<file path="src/rtl/hazard_stall_ctrl.sv">
// hazard_stall_ctrl
// Pipeline sequencing controller for the 5-stage ARMv8 pipeline. Produces the
// load enables and clears for PC, IF_ID, ID_EX and EX_MEM from three hazard
// sources (load-use, taken branch resolved in MEM, data-memory wait) and
// keeps saturating performance counters plus a sticky memory-timeout flag.
// The stage controls are combinational so the datapath sees them in the same
// cycle as the hazard; only the wait state machine and counters are stored.

module hazard_stall_ctrl #(
    parameter int MEM_TIMEOUT = 255,
    parameter int CNT_W       = 32
) (
    input  logic             clock,
    input  logic             reset,
    input  logic             ID_EX_MemRead,
    input  logic [4:0]       ID_EX_Rd,
    input  logic [4:0]       IF_ID_Rn,
    input  logic [4:0]       IF_ID_Rm,
    input  logic             IF_ID_UsesRm,
    input  logic             branch_taken,
    input  logic             mem_req,
    input  logic             mem_ready,
    output logic             PC_Write,
    output logic             IF_ID_Write,
    output logic             IF_ID_Flush,
    output logic             ID_EX_Write,
    output logic             ID_EX_Flush,
    output logic             EX_MEM_Write,
    output logic             EX_MEM_Flush,
    output logic             mem_error,
    output logic [CNT_W-1:0] stall_cycles,
    output logic [CNT_W-1:0] flush_count
);

    // Wait counter just wide enough to hold MEM_TIMEOUT.
    localparam int WAIT_W = (MEM_TIMEOUT > 1) ? $clog2(MEM_TIMEOUT + 1) : 1;
    localparam logic [WAIT_W-1:0] WAIT_LIMIT = WAIT_W'(MEM_TIMEOUT);
    localparam logic [4:0] XZR_IDX = 5'd31;

    typedef enum logic [0:0] {
        ST_RUN      = 1'b0,
        ST_MEM_WAIT = 1'b1
    } state_t;

    // Increment that sticks at all-ones instead of wrapping.
    function automatic logic [CNT_W-1:0] sat_inc(input logic [CNT_W-1:0] val,
                                                 input logic             en);
        logic [CNT_W-1:0] res;
        if (en && (val != {CNT_W{1'b1}})) begin
            res = val + CNT_W'(1);
        end else begin
            res = val;
        end
        return res;
    endfunction

    state_t            state_q, state_d;
    logic [WAIT_W-1:0] wait_cnt_q, wait_cnt_d;
    logic              abandon_q, abandon_d;
    logic              mem_error_q, mem_error_d;
    logic [CNT_W-1:0]  stall_cycles_q, stall_cycles_d;
    logic [CNT_W-1:0]  flush_count_q, flush_count_d;

    logic lu_s;
    logic mf_s;
    logic timeout_s;
    logic flush_evt_s;
    logic pc_write_s;
    logic if_id_write_s;
    logic if_id_flush_s;
    logic id_ex_write_s;
    logic id_ex_flush_s;
    logic ex_mem_write_s;
    logic ex_mem_flush_s;

    // Hazard detection: XZR never creates a dependency; Rm only matters when
    // the instruction in ID actually reads it. A freshly abandoned access is
    // not allowed to freeze the pipeline again on the release cycle.
    always_comb begin
        lu_s = ID_EX_MemRead
             & (ID_EX_Rd != XZR_IDX)
             & ((ID_EX_Rd == IF_ID_Rn) | (IF_ID_UsesRm & (ID_EX_Rd == IF_ID_Rm)));
        mf_s = mem_req & ~mem_ready & ~abandon_q;
    end

    // Next-state and stage-control decode; RUN defaults are assigned first
    // and are also what the pipeline sees while reset is held.
    always_comb begin
        state_d        = state_q;
        wait_cnt_d     = wait_cnt_q;
        abandon_d      = 1'b0;
        timeout_s      = 1'b0;
        flush_evt_s    = 1'b0;
        pc_write_s     = 1'b1;
        if_id_write_s  = 1'b1;
        if_id_flush_s  = 1'b0;
        id_ex_write_s  = 1'b1;
        id_ex_flush_s  = 1'b0;
        ex_mem_write_s = 1'b1;
        ex_mem_flush_s = 1'b0;
        if (reset) begin
            state_d    = ST_RUN;
            wait_cnt_d = '0;
        end else begin
            case (state_q)
                ST_RUN: begin
                    if (mf_s) begin
                        // Freeze everything; a coincident branch stays parked
                        // in EX_MEM and is taken after release.
                        pc_write_s     = 1'b0;
                        if_id_write_s  = 1'b0;
                        id_ex_write_s  = 1'b0;
                        ex_mem_write_s = 1'b0;
                        state_d        = ST_MEM_WAIT;
                        wait_cnt_d     = WAIT_W'(1);
                    end else if (branch_taken) begin
                        // Flush kills the younger instructions, so any
                        // load-use hazard among them is moot.
                        if_id_flush_s  = 1'b1;
                        id_ex_flush_s  = 1'b1;
                        ex_mem_flush_s = 1'b1;
                        flush_evt_s    = 1'b1;
                    end else if (lu_s) begin
                        // Hold PC and IF_ID one cycle, bubble into ID_EX.
                        pc_write_s    = 1'b0;
                        if_id_write_s = 1'b0;
                        id_ex_flush_s = 1'b1;
                    end else begin
                        state_d = ST_RUN;
                    end
                end
                ST_MEM_WAIT: begin
                    pc_write_s     = 1'b0;
                    if_id_write_s  = 1'b0;
                    id_ex_write_s  = 1'b0;
                    ex_mem_write_s = 1'b0;
                    if (mem_ready) begin
                        state_d    = ST_RUN;
                        wait_cnt_d = '0;
                    end else if (wait_cnt_q == WAIT_LIMIT) begin
                        // Give up on this access and let the pipeline move on.
                        timeout_s  = 1'b1;
                        abandon_d  = 1'b1;
                        state_d    = ST_RUN;
                        wait_cnt_d = '0;
                    end else begin
                        wait_cnt_d = wait_cnt_q + WAIT_W'(1);
                    end
                end
                default: begin
                    state_d    = ST_RUN;
                    wait_cnt_d = '0;
                end
            endcase
        end
    end

    // Performance counters and sticky error next-state.
    always_comb begin
        stall_cycles_d = sat_inc(stall_cycles_q, ~pc_write_s & ~reset);
        flush_count_d  = sat_inc(flush_count_q, flush_evt_s);
        mem_error_d    = mem_error_q | timeout_s;
    end

    // State, wait counter, error flag and counters with synchronous reset.
    always_ff @(posedge clock) begin
        if (reset) begin
            state_q        <= ST_RUN;
            wait_cnt_q     <= '0;
            abandon_q      <= 1'b0;
            mem_error_q    <= 1'b0;
            stall_cycles_q <= '0;
            flush_count_q  <= '0;
        end else begin
            state_q        <= state_d;
            wait_cnt_q     <= wait_cnt_d;
            abandon_q      <= abandon_d;
            mem_error_q    <= mem_error_d;
            stall_cycles_q <= stall_cycles_d;
            flush_count_q  <= flush_count_d;
        end
    end

    assign PC_Write     = pc_write_s;
    assign IF_ID_Write  = if_id_write_s;
    assign IF_ID_Flush  = if_id_flush_s;
    assign ID_EX_Write  = id_ex_write_s;
    assign ID_EX_Flush  = id_ex_flush_s;
    assign EX_MEM_Write = ex_mem_write_s;
    assign EX_MEM_Flush = ex_mem_flush_s;
    assign mem_error    = mem_error_q;
    assign stall_cycles = stall_cycles_q;
    assign flush_count  = flush_count_q;

endmodule

</file>
<file path="config.mk">
export PLATFORM = sky130hd
export DESIGN_NAME = hazard_stall_ctrl
export DESIGN_NICKNAME = d
export VERILOG_FILES = /design/src/rtl/hazard_stall_ctrl.sv
export SDC_FILE = /design/constraint.sdc
export NUM_CORES = 1
export LEC_CHECK = 0
export BUFFER_PORTS_ARGS = -buffer_cell sky130_fd_sc_hd__buf_2
export CORE_MARGIN = 8
export CORE_UTILIZATION = 58
export DETAILED_ROUTE_END_ITERATION = 8
export PLACE_DENSITY = 0.85
export SYNTH_ARGS = -nofsm -noshare
export SYNTH_HDL_FRONTEND = slang
export SYNTH_SLANG_ARGS = --single-unit
</file>
<file path="constraint.sdc">
create_clock -name clock -period 3.8 [get_ports clock]
set_input_delay 0.38 -clock clock [delete_from_list [all_inputs] [get_ports clock]]
set_output_delay 0.38 -clock clock [all_outputs]
set_load 0.02 [all_outputs]
</file>
# After elaboration in Yosys (flattened, before gate mapping)

Cells that the tools add are included.

Register bits after elaboration: 75

Bitwise logic cells: 13
Reductions and logical operators: 2
Add/sub/neg operators: 3
Eq/ne operators: 7
Mux-type cells: 29

Operator list:

| operator                                                         | number |
|---|---|
| 32-bit by 1-bit adder with 32-bit output (second input constant) | 2 |
| 32-bit inequality test (second input constant)                   | 2 |
| 8-bit 2-to-1 mux                                                 | 3 |
| 1-bit 2-to-1 mux                                                 | 22 |
| 8-bit case mux with 2 select lines                               | 1 |
| 5-bit equality test                                              | 2 |
| 8-bit by 1-bit adder with 8-bit output (second input constant)   | 1 |
| 8-bit equality test (second input constant)                      | 1 |
| 1-bit bitwise AND                                                | 6 |
| 1-bit case mux with 2 select lines                               | 3 |
| 5-bit inequality test (second input constant)                    | 1 |
| 1-bit inverter                                                   | 5 |
| 1-bit logical AND                                                | 2 |
| 2-bit inequality test (second input constant)                    | 1 |
| 1-bit OR                                                         | 2 |

# Longest topological paths before layout

Depth after elaboration: 12
Mapped depth: 10
Gate-level depth less buffers: 8

# Worst setup path before layout

Ideal clock, no wire load.

Path kind: register to register
Start: reg stall_cycles_q[19], in the netlist stall_cycles[19]
End: reg stall_cycles_q[22], in the netlist stall_cycles[22]
Data required time: 3.679 ns
Data arrival time: 2.299 ns
Setup slack: 1.380 ns
Library setup time: 0.121 ns
Stages on the path, launching flop included: 8
Clock period less this slack: 2.420 ns
Cell sequence: dfxtp_1 nand4_1 or4_1 or4_1 o211ai_2 buf_8 nor4_1 mux2_4

Cells in the longest elaborated chain, start to end: 2
Elaborated cells between the ends (all ways): 3
Classes of those cells: add/sub: 1; eq/ne: 1; reduce/logical: 1

Ends and longest elaborated chain:

| element                                                                          | RTL line | source |
|---|---|---|
| start: declaration                                                               | 61       | `logic [CNT_W-1:0] stall_cycles_q, stall_cycles_d;` |
| start signal: assignment                                                         | 179      | `stall_cycles_q <= stall_cycles_d;` |
| branches (longest 2 deep; another with 32-bit by 1-bit adder with 32-bit output) | n/a      |  |

Several ways; the timed one is not identified.
A chain may end at the register's enable or synchronous reset.

# Worst setup path after layout

Same ends and word-level chain as after synthesis.

==> flow_summary.yaml <==
run_status:
  status: "complete, no violations"
pwr:
  power_leakage_nw: 1.73
  p_per_area_nw_per_um2: 322
  clkPwrFrac_pct: 39.7
  p_seq_share_pct: 54.2
  swShare_pct: 24.2
  p_sw_uw: 353
  combPwrFrac_pct: 6.1
  intPower_mw: 1.11
  vdd_ir_drop_max_mv: 0.210
setup_path:
  cp-startpoint: "stall_cycles[19]$_SDFFE_PP0P_"
  crit_top_cell: "or4_1"
  cpPeakStageDelay_ns: 0.55
  cp_num_buf_inv: 1
  critPathLaunchType: "flop"
  cp.required_ns: 4.04
  path_cells: "nand4_1 -> or4_1 -> or4_1 -> o211ai_2 -> buf_12 -> nor4_1 -> mux2_4"
  cp_max_fo: 34
  cpLargestDelayFamily: "simple AND/OR/NAND/NOR gates"
  path_class: "reg -> reg"
  arrival_ns: 3.03
  endpoint_kind: "flop"
  slowest_stage: "or4_1"
  r2r_start: "stall_cycles[19]$_SDFFE_PP0P_"
synth:
  synthMuxAreaShare_pct: 1.73
  avgSynthCellArea_um2: 8.43
  synth_top_area_share_pct: 38.4
  synth_seq_cells: 75
  synth.largest_area_cell: "dfxtp_1"
  synth-adder-area-share_pct: 0.959
  yosysWarnings: 0
  ys_async_sr_fraction_pct: 0
  ys.flop_type: "dfxtp_1"
  syn_nets: 489
  synth_common_cells: "dfxtp_1, nor2_1, nand2_1, xnor2_1, a21oi_1"
  synth_edf_count: 0
  synth_area_leaders: "dfxtp_1, xnor2_1, nor2_1"
  yosysMostFrequentCell: "dfxtp_1"
  synth_cell_types: 58
  synthCells: 464
  synth_top_family_by_area: "simple AND/OR/NAND/NOR gates"
  synth_xor_area_share_pct: 10.1
  synth-compound-area-share_pct: 13.0
  seq_area_frac_synth_pct: 38.4
  synth-simple-area-share_pct: 31.2
  syn_area_um2: 3910
timing:
  setup-violations-final: 0
  fmax_ghz: 0.358
  period_share_pct: 73.5
  min_period_ns: 2.79
  final_max_slew_viol_count: 0
  final.setup.tns_ns: 0
  relSlewSlack_pct: 48.1
  grt_setup_unrepaired: "no"
  hold_violations: 0
  finalWorstSetupSlack_ns: 1.01
  worst_slew_pin_slew_ns: 0.776
  skew_ns: 0.0117
flow_run:
  drv_cap: 0
cells_and_area:
  fin_util_pct: 68.5
  design_area_um2: 4550
  final_nets: 571
  drive_gt1_share_pct: 22.7
  area_growth_pct: 16.3
  multiInputGateArea_um2: 2230
  seqCellArea_um2: 1500
  fill_cells: 549
  n_antenna_cell: 0
cts:
  cts_tree: "done"
  clock-sinks: 75
  worstSkewPairLatency_ns: 0.35
  cts_buffers: 9
  clock-root-buffer: "clkbuf_8"
  post_cts_resize_count: 0
  htree_levels: 3
  cts_buffer_depth: 2
  clk_pin_slew_worst_paths_ns: 0.08
  cts_setup_buffers: 0
  cts_hold_buf: 0
placement:
  placed_area_um2: 4360
  place_ws_ns: 0.940
  port_buffers: 93
  place_hpwl_um: 7220
  gp_congestion: 0.856
floorplan:
  design.portCount: 94
  core_um2: 6640
  initial_core_util_pct: 58.9
  core.rowCount: 30
  dieArea_um2: 9630
  dieWidth_um: 98.1
  fp.dieH_um: 98.1
global_route:
  grt_pass1_wl_um: 16600
  antenna_found_initial: 0
  grt_pass1_vias: 3748
  grt_start_max_net_pins: 63
  grt_usage_pct: 20.4
  overflow: 0
route:
  drc: 0
  wl_um: 9820
  num_vias: 3777
  ant_nets: 0
  drt_iter0_drc: 202
  viasPerCell: 5.99
  drt_pass1_iterations: 5
  wire_per_inst_um: 15.6
worst_hold_path:
  holdCritStartpoint: "mem_ready"
  hp-class: "in -> reg"
-- metal layers --
layer | wire length, µm | global-route usage (%)
met3 | 812 | 7.04
met1 | 4120 | 22.5
met2 | 4710 | 34.2
met4 | 178 | 10.4
met5 | 0 | 0
-- worst paths after layout --
path | cells past startpoint | slack [ns] | end
worst min-delay path | 2 | 0.27 | state_q$_SDFF_PP0_
worst min register to register | 1 | 0.45 | mem_error$_SDFF_PP0_
worst max register to register | 7 | 1.01 | stall_cycles[22]$_SDFFE_PP0P_
worst max-delay path | 7 | 1.01 | stall_cycles[22]$_SDFFE_PP0P_
-- flip-flops by register name, summed over array words and instances, names as in the netlist --
name and cells:
flush_count 32, stall_cycles 32, wait_cnt_q 8, abandon_q 1
mem_error 1, state_q 1
-- power groups by stage --
stage	Sequential, mW	Clock [mW]	Combinational (mW)
floorplan	0.812	0	0.0615
global placement	0.811	0	0.0873
detailed placement	0.811	0	0.0896
CTS	0.792	0.594	0.0899
global route	0.793	0.628	0.0981
finish	0.793	0.581	0.0893
-- logic make-up (layout without fill, tap and decap cells) --
logic type | Yosys count | after routing
and+or+nand+nor | 223 | 223
AOI/OAI and AO/OA | 78 | 78
DFF | 75 | 75
xor gates and xnor gates | 45 | 45
buffers and inverters | 34 | 121
muxes | 6 | 6
adders and majority gates | 3 | 3
-- stage by stage --
step | total power [mW] | hold WS, ns | std cells
floorplan | 0.874 | 0.463 | 464
global placement | 0.898 | 0.432 | 615
detailed placement | 0.901 | 0.438 | 615
CTS | 1.48 | 0.258 | 631
global route | 1.52 | 0.283 | 631
finish | 1.46 | 0.267 | 631
-- layout by cell type (no fill, tap or decap), types with 3 or more instances in the layout --
cell type	Yosys	layout
xor2_1	15	15
nand2_1	34	34
ha_1	3	3
o21ai_1	5	5
nor3b_1	3	3
nand4_1	22	22
mux2i_1	3	3
nand3_1	24	24
or3_1	10	10
o21ai_0	7	7
buf_2	2	93
o31ai_1	18	18
and3_1	10	10
clkbuf_8	0	12
nor3_1	13	13
xnor2_1	30	30
clkinv_2	0	3
a21oi_1	26	26
dfxtp_1	75	75
inv_1	9	9
and4_1	9	9
nor4_1	6	6
or4_1	20	20
and2_1	4	4
nor2b_1	5	5
a22oi_1	3	3
nor2_1	51	51
-- area by class of cell --
cell class,instances,area share [%]
timing repair buffer,95,10.8
multi-input combinational,355,49.0
tap,80,2.20
sequential,75,33.0
clock inverter,4,0.522
clock buffer,12,3.63
inverter,10,0.825
Note: power is estimated with default switching activity, not from simulation.
